[src/rtl/seg7_pkg.sv]
// Shared definitions for the 7-segment receive path and the display driver:
// segment patterns {A..G} (active-high), filter state encoding and the
// pattern-to-binary decode.
package seg7_pkg;

  localparam logic [6:0] SEG_0     = 7'h7E;
  localparam logic [6:0] SEG_1     = 7'h30;
  localparam logic [6:0] SEG_2     = 7'h6D;
  localparam logic [6:0] SEG_3     = 7'h79;
  localparam logic [6:0] SEG_4     = 7'h33;
  localparam logic [6:0] SEG_5     = 7'h5B;
  localparam logic [6:0] SEG_6     = 7'h5F;
  localparam logic [6:0] SEG_7     = 7'h70;
  localparam logic [6:0] SEG_8     = 7'h7F;
  localparam logic [6:0] SEG_9     = 7'h7B;
  localparam logic [6:0] SEG_BLANK = 7'h00;

  // Full synchronized word {led, seg}; a dark display is all zeros.
  localparam logic [7:0] WORD_BLANK = 8'h00;

  typedef enum logic [1:0] {
    S_IDLE   = 2'd0,  // candidate is the blank word
    S_SETTLE = 2'd1,  // counting identical samples
    S_LOCKED = 2'd2   // candidate accepted, waiting for a change
  } state_t;

  typedef struct packed {
    logic [3:0] value;
    logic       err;
  } dec_t;

  // Pattern plus tens LED back to 0..15. Anything not displayable by the
  // driver (unknown pattern, or tens LED with a digit above 5) is an error
  // and reports value 0.
  function automatic dec_t seg7_decode(input logic [6:0] pat, input logic led);
    dec_t       r;
    logic [3:0] d;
    logic       ok;
    ok = 1'b1;
    d  = 4'd0;
    case (pat)
      SEG_0:   d = 4'd0;
      SEG_1:   d = 4'd1;
      SEG_2:   d = 4'd2;
      SEG_3:   d = 4'd3;
      SEG_4:   d = 4'd4;
      SEG_5:   d = 4'd5;
      SEG_6:   d = 4'd6;
      SEG_7:   d = 4'd7;
      SEG_8:   d = 4'd8;
      SEG_9:   d = 4'd9;
      default: ok = 1'b0;
    endcase
    r.value = 4'd0;
    r.err   = 1'b0;
    if (!ok || (led && (d > 4'd5))) begin
      r.err = 1'b1;
    end else if (led) begin
      // d <= 5 here, so d + 10 <= 15 always fits in 4 bits.
      r.value = d + 4'd10;
    end else begin
      r.value = d;
    end
    return r;
  endfunction

endpackage

[src/rtl/seg7_stab_filter.sv]
// Synchronizes the asynchronous segment bus and tens LED, waits for the word
// to hold still for STABLE_CYCLES samples, and strobes acc_o once per new
// accepted word. Repeats of the last accepted word are suppressed until the
// display goes blank.
module seg7_stab_filter
  import seg7_pkg::*;
#(
  parameter int SYNC_STAGES   = 2,
  parameter int STABLE_CYCLES = 4
) (
  input  logic       clk,
  input  logic       rst_n,
  input  logic [6:0] seg_i,
  input  logic       led_i,
  output logic       acc_o,
  output logic [7:0] word_o
);

  localparam int             CW       = $clog2(STABLE_CYCLES + 1);
  localparam logic [CW-1:0]  CNT_ONE  = CW'(1);
  localparam logic [CW-1:0]  CNT_LAST = CW'(STABLE_CYCLES - 1);

  logic [SYNC_STAGES-1:0][7:0] sync_q;
  logic [7:0]                  w;
  logic [7:0]                  cand_q;
  logic [7:0]                  last_q;
  logic [CW-1:0]               cnt_q;
  state_t                      state_q;

  // Synchronizer chain: all 8 bits move together, stage 0 samples the pins.
  // NOTE: sequential state uses non-blocking (<=) so every flop samples the
  // pre-edge value of its neighbour; blocking here would collapse the chain.
  always_ff @(posedge clk or negedge rst_n) begin
    if (!rst_n) begin
      sync_q <= '0;
    end else begin
      sync_q[0] <= {led_i, seg_i};
      for (int i = 1; i < SYNC_STAGES; i++) begin
        sync_q[i] <= sync_q[i-1];
      end
    end
  end

  assign w = sync_q[SYNC_STAGES-1];

  // Strobe is decoded from registered state so the top can capture the
  // word on the very edge the candidate completes its stable run.
  assign acc_o  = (state_q == S_SETTLE) && (w == cand_q) &&
                  (cnt_q == CNT_LAST) && (cand_q != last_q);
  assign word_o = cand_q;

  // Stability FSM: restart on any change, accept after a full stable run.
  always_ff @(posedge clk or negedge rst_n) begin
    if (!rst_n) begin
      state_q <= S_IDLE;
      cand_q  <= '0;
      cnt_q   <= '0;
      last_q  <= '0;
    end else if (w != cand_q) begin
      cand_q <= w;
      cnt_q  <= CNT_ONE;
      if (w == WORD_BLANK) begin
        state_q <= S_IDLE;
        // Forget the last word so the same digit after a blank shows again.
        last_q  <= '0;
      end else begin
        state_q <= S_SETTLE;
      end
    end else if (state_q == S_SETTLE) begin
      if (cnt_q == CNT_LAST) begin
        state_q <= S_LOCKED;
        last_q  <= cand_q;
      end else begin
        cnt_q <= cnt_q + CNT_ONE;
      end
    end
  end

endmodule

[src/rtl/seg7_to_bin.sv]
// Receive side of the 7-segment link: filters the bus, decodes accepted
// words to 0..15 and holds them in a valid/ready output register with an
// error flag and a sticky overrun flag for words dropped under backpressure.
module seg7_to_bin
  import seg7_pkg::*;
#(
  parameter int SYNC_STAGES   = 2,
  parameter int STABLE_CYCLES = 4
) (
  input  logic       clk,
  input  logic       rst_n,
  input  logic [6:0] seg_in,
  input  logic       led_in,
  input  logic       out_ready,
  output logic       out_valid,
  output logic [3:0] out_bin,
  output logic       out_err,
  output logic       overrun,
  input  logic       clr_ovr
);

  logic       acc;
  logic [7:0] word;
  dec_t       dec;

  logic       valid_d, valid_q;
  logic [3:0] bin_d,   bin_q;
  logic       err_d,   err_q;
  logic       ovr_d,   ovr_q;

  seg7_stab_filter #(
    .SYNC_STAGES  (SYNC_STAGES),
    .STABLE_CYCLES(STABLE_CYCLES)
  ) u_filter (
    .clk   (clk),
    .rst_n (rst_n),
    .seg_i (word_in_seg()),
    .led_i (led_in),
    .acc_o (acc),
    .word_o(word)
  );

  function automatic logic [6:0] word_in_seg();
    return seg_in;
  endfunction

  // Next state of the output register and the overrun flag.
  always_comb begin
    // NOTE: every signal gets a default first so no path leaves it unassigned,
    // which would otherwise infer a latch.
    valid_d = valid_q;
    bin_d   = bin_q;
    err_d   = err_q;
    ovr_d   = ovr_q;
    dec     = seg7_decode(word[6:0], word[7]);

    if (clr_ovr) begin
      ovr_d = 1'b0;
    end

    if (acc) begin
      if (!valid_q || out_ready) begin
        // Slot is free, or is being emptied on this same edge.
        valid_d = 1'b1;
        bin_d   = dec.value;
        err_d   = dec.err;
      end else begin
        // Held word wins; a set beats a simultaneous clear.
        ovr_d = 1'b1;
      end
    end else if (valid_q && out_ready) begin
      valid_d = 1'b0;
    end
  end

  // Output register and sticky overrun.
  always_ff @(posedge clk or negedge rst_n) begin
    if (!rst_n) begin
      valid_q <= 1'b0;
      bin_q   <= 4'd0;
      err_q   <= 1'b0;
      ovr_q   <= 1'b0;
    end else begin
      valid_q <= valid_d;
      bin_q   <= bin_d;
      err_q   <= err_d;
      ovr_q   <= ovr_d;
    end
  end

  assign out_valid = valid_q;
  assign out_bin   = bin_q;
  assign out_err   = err_q;
  assign overrun   = ovr_q;

endmodule

[config.mk]
export PLATFORM = sky130hd
export DESIGN_NAME = seg7_to_bin
export DESIGN_NICKNAME = d
export VERILOG_FILES = /design/src/rtl/seg7_pkg.sv /design/src/rtl/seg7_stab_filter.sv /design/src/rtl/seg7_to_bin.sv
export SDC_FILE = /design/constraint.sdc
export NUM_CORES = 1
export LEC_CHECK = 0
export CORE_ASPECT_RATIO = 1.4
export CORE_MARGIN = 2
export CORE_UTILIZATION = 35
export DETAILED_ROUTE_END_ITERATION = 10
export GPL_TIMING_DRIVEN = 1
export PLACE_DENSITY = 0.57
export SETUP_SLACK_MARGIN = 0.2
export SYNTH_ARGS = -nofsm -noshare
export SYNTH_HDL_FRONTEND = slang
export SYNTH_HIERARCHICAL = 1
export SYNTH_SLANG_ARGS = --single-unit
[constraint.sdc]
create_clock -name clk -period 2.8 [get_ports clk]
set_clock_uncertainty 0.15 [all_clocks]
set_input_delay 0.7 -clock clk [delete_from_list [all_inputs] [get_ports clk]]
set_output_delay 0.7 -clock clk [all_outputs]
set_load 0.05 [all_outputs]
==> flow_results.org <==
** Global routing
- Entering global routing, the biggest net connects 45 pins.
- Global routing usage summed across all routing layers :: 0.136
- The first global-routing pass estimated 7020 um of wire.
- The number of antenna violations at the first check in global routing is 0.
- Summed over all layers, the global routing overflow is 0.
- The via count of the first global-routing pass came to 1468.

** Worst setup path
- Kind of cell adding the most delay to the critical path :: buffers and inverters
- Highest-delay cell along the critical path :: clkdlybuf4s50_1
- Arrival time reported for the critical path endpoint :: 1460 ps
- Crit path kind :: flip-flop to primary output
- The signal on the critical path passes through clkdlybuf4s50_1.
- STA classifies the critical path startpoint as a flip-flop.
- CP max FO :: 2
- The startpoint identified for the worst register-to-register timing path is u_filter/word_o[3]$_DFFE_PN0P_.
- STA classifies the critical path endpoint as a primary output.
- For the worst setup path, the data required time is 1950 ps.
- Buffers and inverters on the worst path :: 1
- For this run, the slowest stage of the critical path takes 800 ps.
- Worst setup path startpoint :: out_err$_DFFE_PN0P_

** Layout
- Utilization of the core after routing :: 0.429
- Filler instances :: 542
- The multi-input combinational cells in the finished layout cover a total of 881 sq um.
- Reg area :: 0.00110 sq mm
- Total Nets Final :: 234
- Share of cells above drive strength 1 :: 0.150
- The number of antenna diodes in the final layout is 0.
- Final standard cell area without fillers :: 0.00250 sq mm
- Layout overhead on the synthesized area :: 18.7%

** Timing
- Count of pins over their slew limit :: 0
- The number of hold-slack violations in the final timing report is 0.
- Static timing analysis puts the maximum clock frequency at 433 MHz.
- Setup repair after global routing left no endpoint under its margin.
- Post-route setup TNS :: 0 ps
- Of the available clock period, the critical path in the final layout requires 0.825.
- Final worst path period need :: 2310 ps
- Slew at the pin closest to its max-slew limit :: 556 ps
- Worst slew margin relative to its limit :: 0.630
- Final setup violation count :: 0

** Yosys
- Yosys instantiated no cell more often than dfrtp_1.
- Of all cell types, the one taking the most synthesized area is dfrtp_1.
- During synthesis, Yosys emitted a total of 6 warnings.
- Of the total synthesized cell area, the portion taken by full adders, half adders and majority gates is 0.0178.
- Gate count of the mapped netlist :: 196
- After synthesis, the most frequently instantiated cells are dfrtp_1 (44), nand2_1 (25), inv_1 (14), o21ai_0 (10).
- The synthesized design contains 0 enable-type register cells.
- In the synthesized netlist the async set-or-reset flop fraction comes to 1.00.
- The mapped netlist covers 0.00210 sq mm.
- The compound-cell area share of the yosys netlist is 0.156.
- For this run, the register share of the synthesized area comes to 0.523.
- After synthesis, the share of cell area in mux cells is 0.00951.
- Flip-flop cell with the highest count after synthesis :: dfrtp_1
- A synthesized cell averages 10.7 sq um.
- Area fraction in and, or, nand and nor cells after synthesis :: 0.159
- The share of synthesized area in the top cell type comes to 0.523.
- Syn Nets :: 211
- Synthesis inferred 44 register bits.
- Cells taking the most area after synthesis :: dfrtp_1 (52%), nand2_1 (4.5%), xnor2_1 (3.7%)
- Of the total synthesized cell area, the portion taken by XOR and XNOR cells is 0.0749.
- Combinational family with the most area after synthesis :: simple AND/OR/NAND/NOR gates
- Yosys cell types :: 47

** Placed design
- Final GP Congestion :: 0.760
- Post-detailed-placement cell area :: 0.00238 sq mm
- Post-detail-place hpwl :: 2930 um
- Buffers placed on the I/O ports in this run total 18.

** Floorplanning
- The total area inside the core boundary comes to 0.00582 sq mm.
- Ports :: 19
- Core Rows :: 33
- For this configuration, the core starts out at a cell density of 0.361.
- Die outline area :: 0.00666 sq mm
- The die is 69.5 um wide.
- The die is 95.8 um tall.

** Clocking
- The tree is rooted in a clkbuf_8.
- The number of clock buffers added by TritonCTS is 5.
- After clock tree synthesis, the clock-pin slew on the worst setup and hold paths is 90 ps.
- Post-CTS timing repair inserted 0 buffers for setup.
- Buffer levels on the longest clock path :: 2
- Number of cells upsized or downsized after cts :: 0
- TritonCTS clock tree :: built
- Number of hold buffers added after cts :: 0
- CTS built an H-tree with a depth of 2.
- Clock net sink count :: 44
- The clock reaches the later pin of the worst-skew pair after 300 ps.

** Power and ir drop
- P_sw :: 0.298 mW
- Overall power :: 1.26 mW
- Worst-case vdd ir drop :: 0.411 mV
- The share of total power dissipated in the clock network is 0.394.
- Internal power summed over all cells :: 0.967 mW
- Of the total power, combinational logic draws 0.077.
- For this design the ratio of total power to cell area is 506 mW/mm^2.
- In this run the static leakage power is 1.04 nW.
- Of the total power, registers draw 0.529.
- Of the total power, the share spent switching nets is 0.235.

** Route
- DR pass1 iterations :: 4
- Average detailed-routed wire length per instance :: 14.0 um
- Final ANT Viol Nets :: 0
- Drt first-iter violations :: 58
- Via count :: 1449
- After detailed routing, the number of remaining DRC violations is 0.
- DR vias/cell :: 5.00
- Overall routed net length :: 4050 um

** Run status
- Result of the run :: complete, no violations

** Worst hold path
- The min-delay analysis places its worst path in the category flip-flop to flip-flop.
- Hold Startpoint :: u_filter/sync_q[4]$_DFF_PN0_

** Job
- Max-cap violations in this run came to 0.
placed cells by master (no fill, tap or decap), types with 2 or more instances in the layout:
master and count:
nand2_1 25, nor2_1 4, o21ai_0 10, o31ai_1 2, a21oi_1 4, clkdlybuf4s50_1 17
and3b_1 2, buf_4 11, a32o_1 2, a211oi_1 3, nor3b_1 2, xnor2_1 9
nand3b_1 2, nor3_1 4, dfrtp_1 43, ha_1 3, o2111ai_1 2, clkbuf_8 5
xor2_1 9, nor4_1 4, a211o_1 8, mux2i_1 2, nand4_1 4, inv_1 14
clkinv_4 2
registers in the layout (all words and copies together) (netlist names):
signal            cells
u_filter/last_q       8
u_filter/sync_q       8
u_filter/w            8
u_filter/word_o       8
out_bin               4
u_filter/cnt_q        3
u_filter/state_q      2
out_err               1
out_valid             1
overrun               1
worst paths after layout:
check                           slack (ps)  cells past startpoint                             end
min in group asynchronous              310                      2  u_filter/last_q[2]$_DFFE_PN0P_
worst max-delay path                   490                      1                         out_err
max in group asynchronous             1780                      2  u_filter/word_o[3]$_DFFE_PN0P_
worst min-delay path                   200                      0         u_filter/w[4]$_DFF_PN0_
worst min register to register         200                      0         u_filter/w[4]$_DFF_PN0_
worst max register to register         520                      7          out_bin[0]$_DFFE_PN0P_
area by class of cell:
type / instances / area share
flip-flops and latches: 44 / 0.441
well taps: 70 / 0.0351
clock buffers: 5 / 0.0276
multi-input cells: 125 / 0.353
repair buffers: 29 / 0.103
clock inverters: 3 / 0.0190
inverters: 14 / 0.0210
stage by stage:
stage / std cells / setup slack (ps) / hold slack, ps
after global placement: 282 / 487 / 181
final: 290 / 491 / 200
after CTS: 290 / 322 / 201
after floorplan: 196 / 563 / 181
after detailed placement: 282 / 351 / 186
after global routing: 290 / 275 / 211
routing by layer:
metal  track usage  vias up  routed length [um]
li1              -      724                   -
met1         0.155      685                1750
met2         0.242       33                2060
met3        0.0325        7                 152
met4        0.0621        0                  91
met5             0        -                   0
kinds of logic (layout without fill, tap and decap cells):
group | after synthesis | in the layout
simple gates | 60 | 60
compound gates | 42 | 42
mux | 2 | 2
buf+inv | 27 | 51
fa+ha+maj | 3 | 3
flops | 44 | 44
xor+xnor | 18 | 18
power by group through the flow:
stage,sequential [mW],clock [mW],combinational [mW]
final,0.669,0.499,0.0968
after global routing,0.672,0.546,0.108
after CTS,0.669,0.521,0.0989
after detailed placement,0.682,0,0.0986
after global placement,0.681,0,0.0992
after floorplan,0.683,0,0.0528
(Power assumes the default switching activity.)
